==> config.mk <==
export PLATFORM = sky130hd
export DESIGN_NAME = dsp_fe_capture_ctrl
export DESIGN_NICKNAME = d
export VERILOG_FILES = /design/src/rtl/dsp_fe_capture_ctrl.sv
export SDC_FILE = /design/constraint.sdc
export NUM_CORES = 1
export LEC_CHECK = 0
export ABC_AREA = 0
export CORE_MARGIN = 1
export CORE_UTILIZATION = 51
export DETAILED_ROUTE_END_ITERATION = 8
export PLACE_DENSITY = 0.8
export SLEW_MARGIN = 20
export SYNTH_ARGS = -nofsm -noshare
export SYNTH_HDL_FRONTEND = slang
export SYNTH_SLANG_ARGS = --single-unit
==> constraint.sdc <==
create_clock -name i_clk -period 2.6 [get_ports i_clk]
set_input_delay 0.26 -clock i_clk [delete_from_list [all_inputs] [get_ports i_clk]]
set_output_delay 0.26 -clock i_clk [all_outputs]
set_load 0.05 [all_outputs]
==> src/rtl/dsp_fe_capture_ctrl.sv <==
// Capture sequencer: arm -> optional trigger wait -> programmable delay -> contiguous write burst.
// Optional trigger-wait timeout is compiled in with `define DSP_FE_CAP_TIMEOUT_EN.
module dsp_fe_capture_ctrl #(
  parameter int ADDR_WIDTH = 10,
  parameter int DLY_WIDTH  = 16,
  parameter int TO_WIDTH   = 24
) (
  input  logic                  i_clk,
  input  logic                  i_rst,
  input  logic                  i_en,
  input  logic                  i_arm,
  input  logic                  i_abort,
  input  logic                  i_trig,
  input  logic                  i_trig_sel,
  input  logic [DLY_WIDTH-1:0]  i_dly,
  input  logic [ADDR_WIDTH-1:0] i_len,
  input  logic [TO_WIDTH-1:0]   i_timeout,
  output logic                  o_mem_we,
  output logic [ADDR_WIDTH-1:0] o_mem_addr,
  output logic                  o_busy,
  output logic                  o_done,
  output logic                  o_timeout,
  output logic [2:0]            o_state
);

  typedef enum logic [2:0] {
    S_IDLE  = 3'd0,
    S_WAIT  = 3'd1,
    S_DELAY = 3'd2,
    S_CAP   = 3'd3,
    S_DONE  = 3'd4
  } state_t;

  state_t                r_state, w_state_nxt;
  logic [DLY_WIDTH-1:0]  r_dly, r_dly_cnt, w_dly_cnt_nxt, w_trig_dly;
  logic [ADDR_WIDTH-1:0] r_len, r_addr, w_addr_nxt;
  logic                  w_latch, w_trig_evt;

`ifdef DSP_FE_CAP_TIMEOUT_EN
  logic [TO_WIDTH-1:0]   r_to_lim, r_to_cnt, w_to_cnt_nxt;
  logic                  r_to_flag, w_to_flag_nxt;
`else
  logic                  w_unused_timeout;
  assign w_unused_timeout = ^i_timeout;
`endif

  always_comb begin
    w_state_nxt   = r_state;
    w_dly_cnt_nxt = r_dly_cnt;
    w_addr_nxt    = r_addr;
    w_latch       = 1'b0;
    w_trig_evt    = 1'b0;
    w_trig_dly    = r_dly;
`ifdef DSP_FE_CAP_TIMEOUT_EN
    w_to_cnt_nxt  = r_to_cnt;
    w_to_flag_nxt = r_to_flag;
`endif
    if (i_abort) begin
      w_state_nxt   = S_IDLE;
      w_dly_cnt_nxt = '0;
      w_addr_nxt    = '0;
`ifdef DSP_FE_CAP_TIMEOUT_EN
      w_to_cnt_nxt  = '0;
      w_to_flag_nxt = 1'b0;
`endif
    end else begin
      case (r_state)
        S_IDLE, S_DONE: begin
          if (i_arm) begin
            w_latch    = 1'b1;
            w_addr_nxt = '0;
`ifdef DSP_FE_CAP_TIMEOUT_EN
            w_to_flag_nxt = 1'b0;
            w_to_cnt_nxt  = TO_WIDTH'(1);
`endif
            if (i_trig_sel) begin
              w_state_nxt = S_WAIT;
            end else begin
              // Self-trigger uses the delay being latched this same cycle.
              w_trig_evt = 1'b1;
              w_trig_dly = i_dly;
            end
          end
        end
        S_WAIT: begin
          if (i_trig) begin
            w_trig_evt = 1'b1;
`ifdef DSP_FE_CAP_TIMEOUT_EN
          end else if (r_to_lim != '0 && r_to_cnt == r_to_lim) begin
            w_state_nxt   = S_DONE;
            w_to_flag_nxt = 1'b1;
          end else begin
            w_to_cnt_nxt = r_to_cnt + TO_WIDTH'(1);
`endif
          end
        end
        S_DELAY: begin
          w_dly_cnt_nxt = r_dly_cnt - DLY_WIDTH'(1);
          if (r_dly_cnt == DLY_WIDTH'(1)) w_state_nxt = S_CAP;
        end
        S_CAP: begin
          if (r_addr == r_len) w_state_nxt = S_DONE;
          else                 w_addr_nxt  = r_addr + ADDR_WIDTH'(1);
        end
        default: w_state_nxt = S_IDLE;
      endcase
      if (w_trig_evt) begin
        if (w_trig_dly == '0) begin
          w_state_nxt = S_CAP;
        end else begin
          w_state_nxt   = S_DELAY;
          w_dly_cnt_nxt = w_trig_dly;
        end
      end
    end
  end

  // i_en low freezes every register, including the latched configuration.
  always_ff @(posedge i_clk or posedge i_rst) begin
    if (i_rst) begin
      r_state   <= S_IDLE;
      r_dly_cnt <= '0;
      r_addr    <= '0;
      r_dly     <= '0;
      r_len     <= '0;
`ifdef DSP_FE_CAP_TIMEOUT_EN
      r_to_cnt  <= '0;
      r_to_lim  <= '0;
      r_to_flag <= 1'b0;
`endif
    end else if (i_en) begin
      r_state   <= w_state_nxt;
      r_dly_cnt <= w_dly_cnt_nxt;
      r_addr    <= w_addr_nxt;
`ifdef DSP_FE_CAP_TIMEOUT_EN
      r_to_cnt  <= w_to_cnt_nxt;
      r_to_flag <= w_to_flag_nxt;
`endif
      if (w_latch) begin
        r_dly <= i_dly;
        r_len <= i_len;
`ifdef DSP_FE_CAP_TIMEOUT_EN
        r_to_lim <= i_timeout;
`endif
      end
    end
  end

  assign o_mem_we   = (r_state == S_CAP) && i_en;
  assign o_mem_addr = r_addr;
  assign o_busy     = (r_state == S_WAIT) || (r_state == S_DELAY) || (r_state == S_CAP);
  assign o_done     = (r_state == S_DONE);
  assign o_state    = r_state;
`ifdef DSP_FE_CAP_TIMEOUT_EN
  assign o_timeout  = r_to_flag;
`else
  assign o_timeout  = 1'b0;
`endif

endmodule
==> key figures <==
Run status
  – Outcome: finished clean

Global routing
  – Global-route wire length before repair: ~13 mm
  – Gr usage total: 0.235
  – Initial antenna violation count: 0
  – Vias in the first global route: ~2600
  – Largest net degree at the start of global routing: 56
  – Grt ovf: 0

Route
  – Vias: around 2800
  – First-pass iteration count of the detailed router: 7
  – DR iter-0 viols: approximately 300
  – Antenna-violating nets left: 0
  – Routed len/inst: between 15 and 20 um
  – Via density: roughly 6.4
  – Residual DRC count: 0
  – Post-Route WL: ~7.9 mm

Yosys
  – Synth Cell Area: about 3400 um2
  – Share of flip-flops with an asynchronous set or reset: 1.00
  – #FFs+latches synth: 55
  – Avg Synthesized Cell Area: roughly 11 um2
  – Syn nets: about 370
  – Distinct cells, synth: 70
  – Synth Instances: 314
  – EDFF count, synth: 0
  – Yosys warning total: 0
  – Sequential fraction of the synthesis area: 0.404
  – Primary FF master, synth: dfrtp_1

Run
  – Max_cap viols: 0

Placement
  – Port Buffers: 48
  – Pre-CTS WS: roughly 0.24 ns
  – HPWL Detailed: ~5.7 mm
  – Placed Cells: about 430
  – Final Wtd Congestion: approximately 0.9

STA
  – Final setup fails: 0
  – Crit share post-route: 0.940
  – Slew margin rel.: 0.536
  – PnR worst setup slack: around 0.16 ns
  – Fmax: ~410 MHz
  – RSZ-0062 raised after global routing: no
  – Layout Skew: between 0.009 and 0.01 ns
  – Actual slew at the worst max-slew pin: ~0.7 ns
  – Fin crit period: around 2.4 ns
  – Hold Fails Final Rpt: 0
  – Setup TNS: 0 ns
  – Max-slew violations: 0

Clock network
  – Clk Latency, worst-skew pair: around 0.3 ns
  – CTS root buf: clkbuf_8
  – CTS tree: yes
  – Hold buffers post-CTS: 0
  – Post-cts resize count: 0
  – Clk slew on worst S/H paths: ~0.10 ns
  – Clock sink count: 55
  – CTS buffer count: 5
  – Worst-case clock buffer depth: 2
  – Setup Fix Bufs, Post-CTS: 0
  – H-Tree Depth: 2

Die
  – Starting density of the core: 0.533
  – Total die area: ~7000 um2
  – Die height: between 80 and 90 um
  – Top-level I/O count: between 70 and 80
  – Core Region: around 6400 um2
  – Row count: 29
  – Die Wd: 83.7 um

Worst setup path
  – CP arrival: about 2.2 ns
  – Crit-path max FO: 11
  – CP endpoint kind: output pin
  – Worst endpoint required time: around 2.3 ns
  – Worst reg2reg path startpoint: o_state[0]$_DFFE_PP0P_
  – Crit path kind: reg -> out
  – Worst Setup SP: o_state[0]$_DFFE_PP0P_
  – CP Launch Type: flip-flop

Layout
  – Final Non-Filler Cells: about 440
  – Area grow syn2layout: 17.9%
  – Nets: 419
  – Layout cells sized above 1: 0.186
  – ANT cells: 0

Min path
  – Worst Hold Class: in -> async

Pwr
  – Pwr Density: 871 nW/um2
  – Worst vdd ir: between 0.5 and 0.6 mV
  – Final Power: between 3 and 4 mW
  – Leak Pwr: ~1.6 nW
## logic make-up after synthesis
family          after synthesis  share of synthesized area
simple gates                 91                      0.170
compound gates               81                      0.194
flops                        55                      0.404
mux                          44                      0.141
buf+inv                      29                     0.0526
xor+xnor                     10                     0.0257
fa+ha+maj                     3                     0.0110
other cells                   1                    0.00110
## cell type report
class                   count  area [um2]
clock inverters             1        5.00
clock buffers               7        76.3
inverters                   6        22.5
flip-flops and latches     55        1380
well taps                  77        96.3
repair buffers             61         588
multi-input cells         230        1850
fillers                   509        2370
## registers in the layout (all words and copies together) (netlist names)
register,cells
o_mem_addr,10
r_len,10
r_dly,16
o_state,3
r_dly_cnt,16
## power by group
group          internal (mW)  leakage, nW  switching, mW
Clock                  0.190       0.0422          0.268
Sequential              1.18        0.701          0.339
Combinational          0.722        0.895          0.798
## layer usage
metal	part of all wire	track usage	vias to the layer above
met4	0.013	0.0616	0
met5	0	0	-
met2	0.45	0.353	128
li1	-	-	1302
met1	0.47	0.355	1361
met3	0.068	0.0366	10
## critical path: stages (launching register included)
cell	delay, ns
dfrtp_1	0.56
nor2_1	0.36
and2_1	0.17
clkdlybuf4s50_1	0.79
## synth_stat cells, types with 4 or more instances
library cell / instances / area, um2
nor2b_1: 5 / 31.3
nor4_1: 11 / 68.8
o21a_1: 5 / 37.5
mux2_1: 7 / 78.8
buf_2: 4 / 20.0
nand2_1: 12 / 45.0
nand4_1: 6 / 37.5
nor2_1: 16 / 60.1
a22o_2: 4 / 40.0
dfrtp_1: 55 / 1380
mux2_2: 21 / 236
a32oi_1: 5 / 43.8
inv_1: 6 / 22.5
o221ai_1: 4 / 35.0
buf_6: 6 / 67.6
a32o_1: 4 / 40.0
mux2i_1: 15 / 150
o2bb2ai_1: 4 / 35.0
clkbuf_1: 6 / 22.5
nor3_1: 7 / 35.0
buf_4: 5 / 37.5
o21ai_0: 11 / 55.1
or3_1: 4 / 25.0
xor2_1: 10 / 87.6
a22oi_1: 4 / 30.0
o211ai_1: 5 / 37.5
## final timing paths
check	endpoint	slack, ns	depth (start not counted)
setup / recovery	o_done	0.16	3
hold / removal	r_dly_cnt[3]$_DFFE_PP0P_	0.47	3
setup reg to reg	o_state[0]$_DFFE_PP0P_	0.40	5
hold reg to reg	r_len[9]$_DFFE_PP0P_	0.52	1
max in group asynchronous	r_len[4]$_DFFE_PP0P_	1.68	3
min in group i_clk	r_len[9]$_DFFE_PP0P_	0.52	1
## cells in the final DEF, fill, tap and decap left out, types with 3 or more instances in the layout
| cell type | n |
|---|---|
| a21oi_1 | 3 |
| a22o_2 | 4 |
| a22oi_1 | 4 |
| a2bb2oi_1 | 3 |
| a32o_1 | 4 |
| a32oi_1 | 5 |
| buf_4 | 13 |
| clkbuf_8 | 5 |
| clkdlybuf4s50_1 | 47 |
| dfrtp_1 | 55 |
| ha_1 | 3 |
| inv_1 | 5 |
| mux2_1 | 7 |
| mux2_2 | 21 |
| mux2i_1 | 15 |
| nand2_1 | 12 |
| nand3_1 | 3 |
| nand4_1 | 6 |
| nor2_1 | 16 |
| nor2b_1 | 5 |
| nor3_1 | 7 |
| nor3_2 | 3 |
| nor4_1 | 11 |
| o211ai_1 | 5 |
| o21a_1 | 5 |
| o21ai_0 | 11 |
| o221ai_1 | 4 |
| o2bb2ai_1 | 4 |
| o31ai_1 | 3 |
| or3_1 | 4 |
| xor2_1 | 10 |
## per-stage QoR
step           area [um2]  utilization  hold WS (ns)
5_1_grt              4010        0.629         0.542
3_5_place_dp         3930        0.616         0.502
3_3_place_gp         3930        0.616         0.499
4_1_cts              4010        0.629         0.497
6_report             4010        0.629         0.470
2_1_floorplan        3400            -         0.392
No activity file was read; power rests on OpenSTA's default activity.
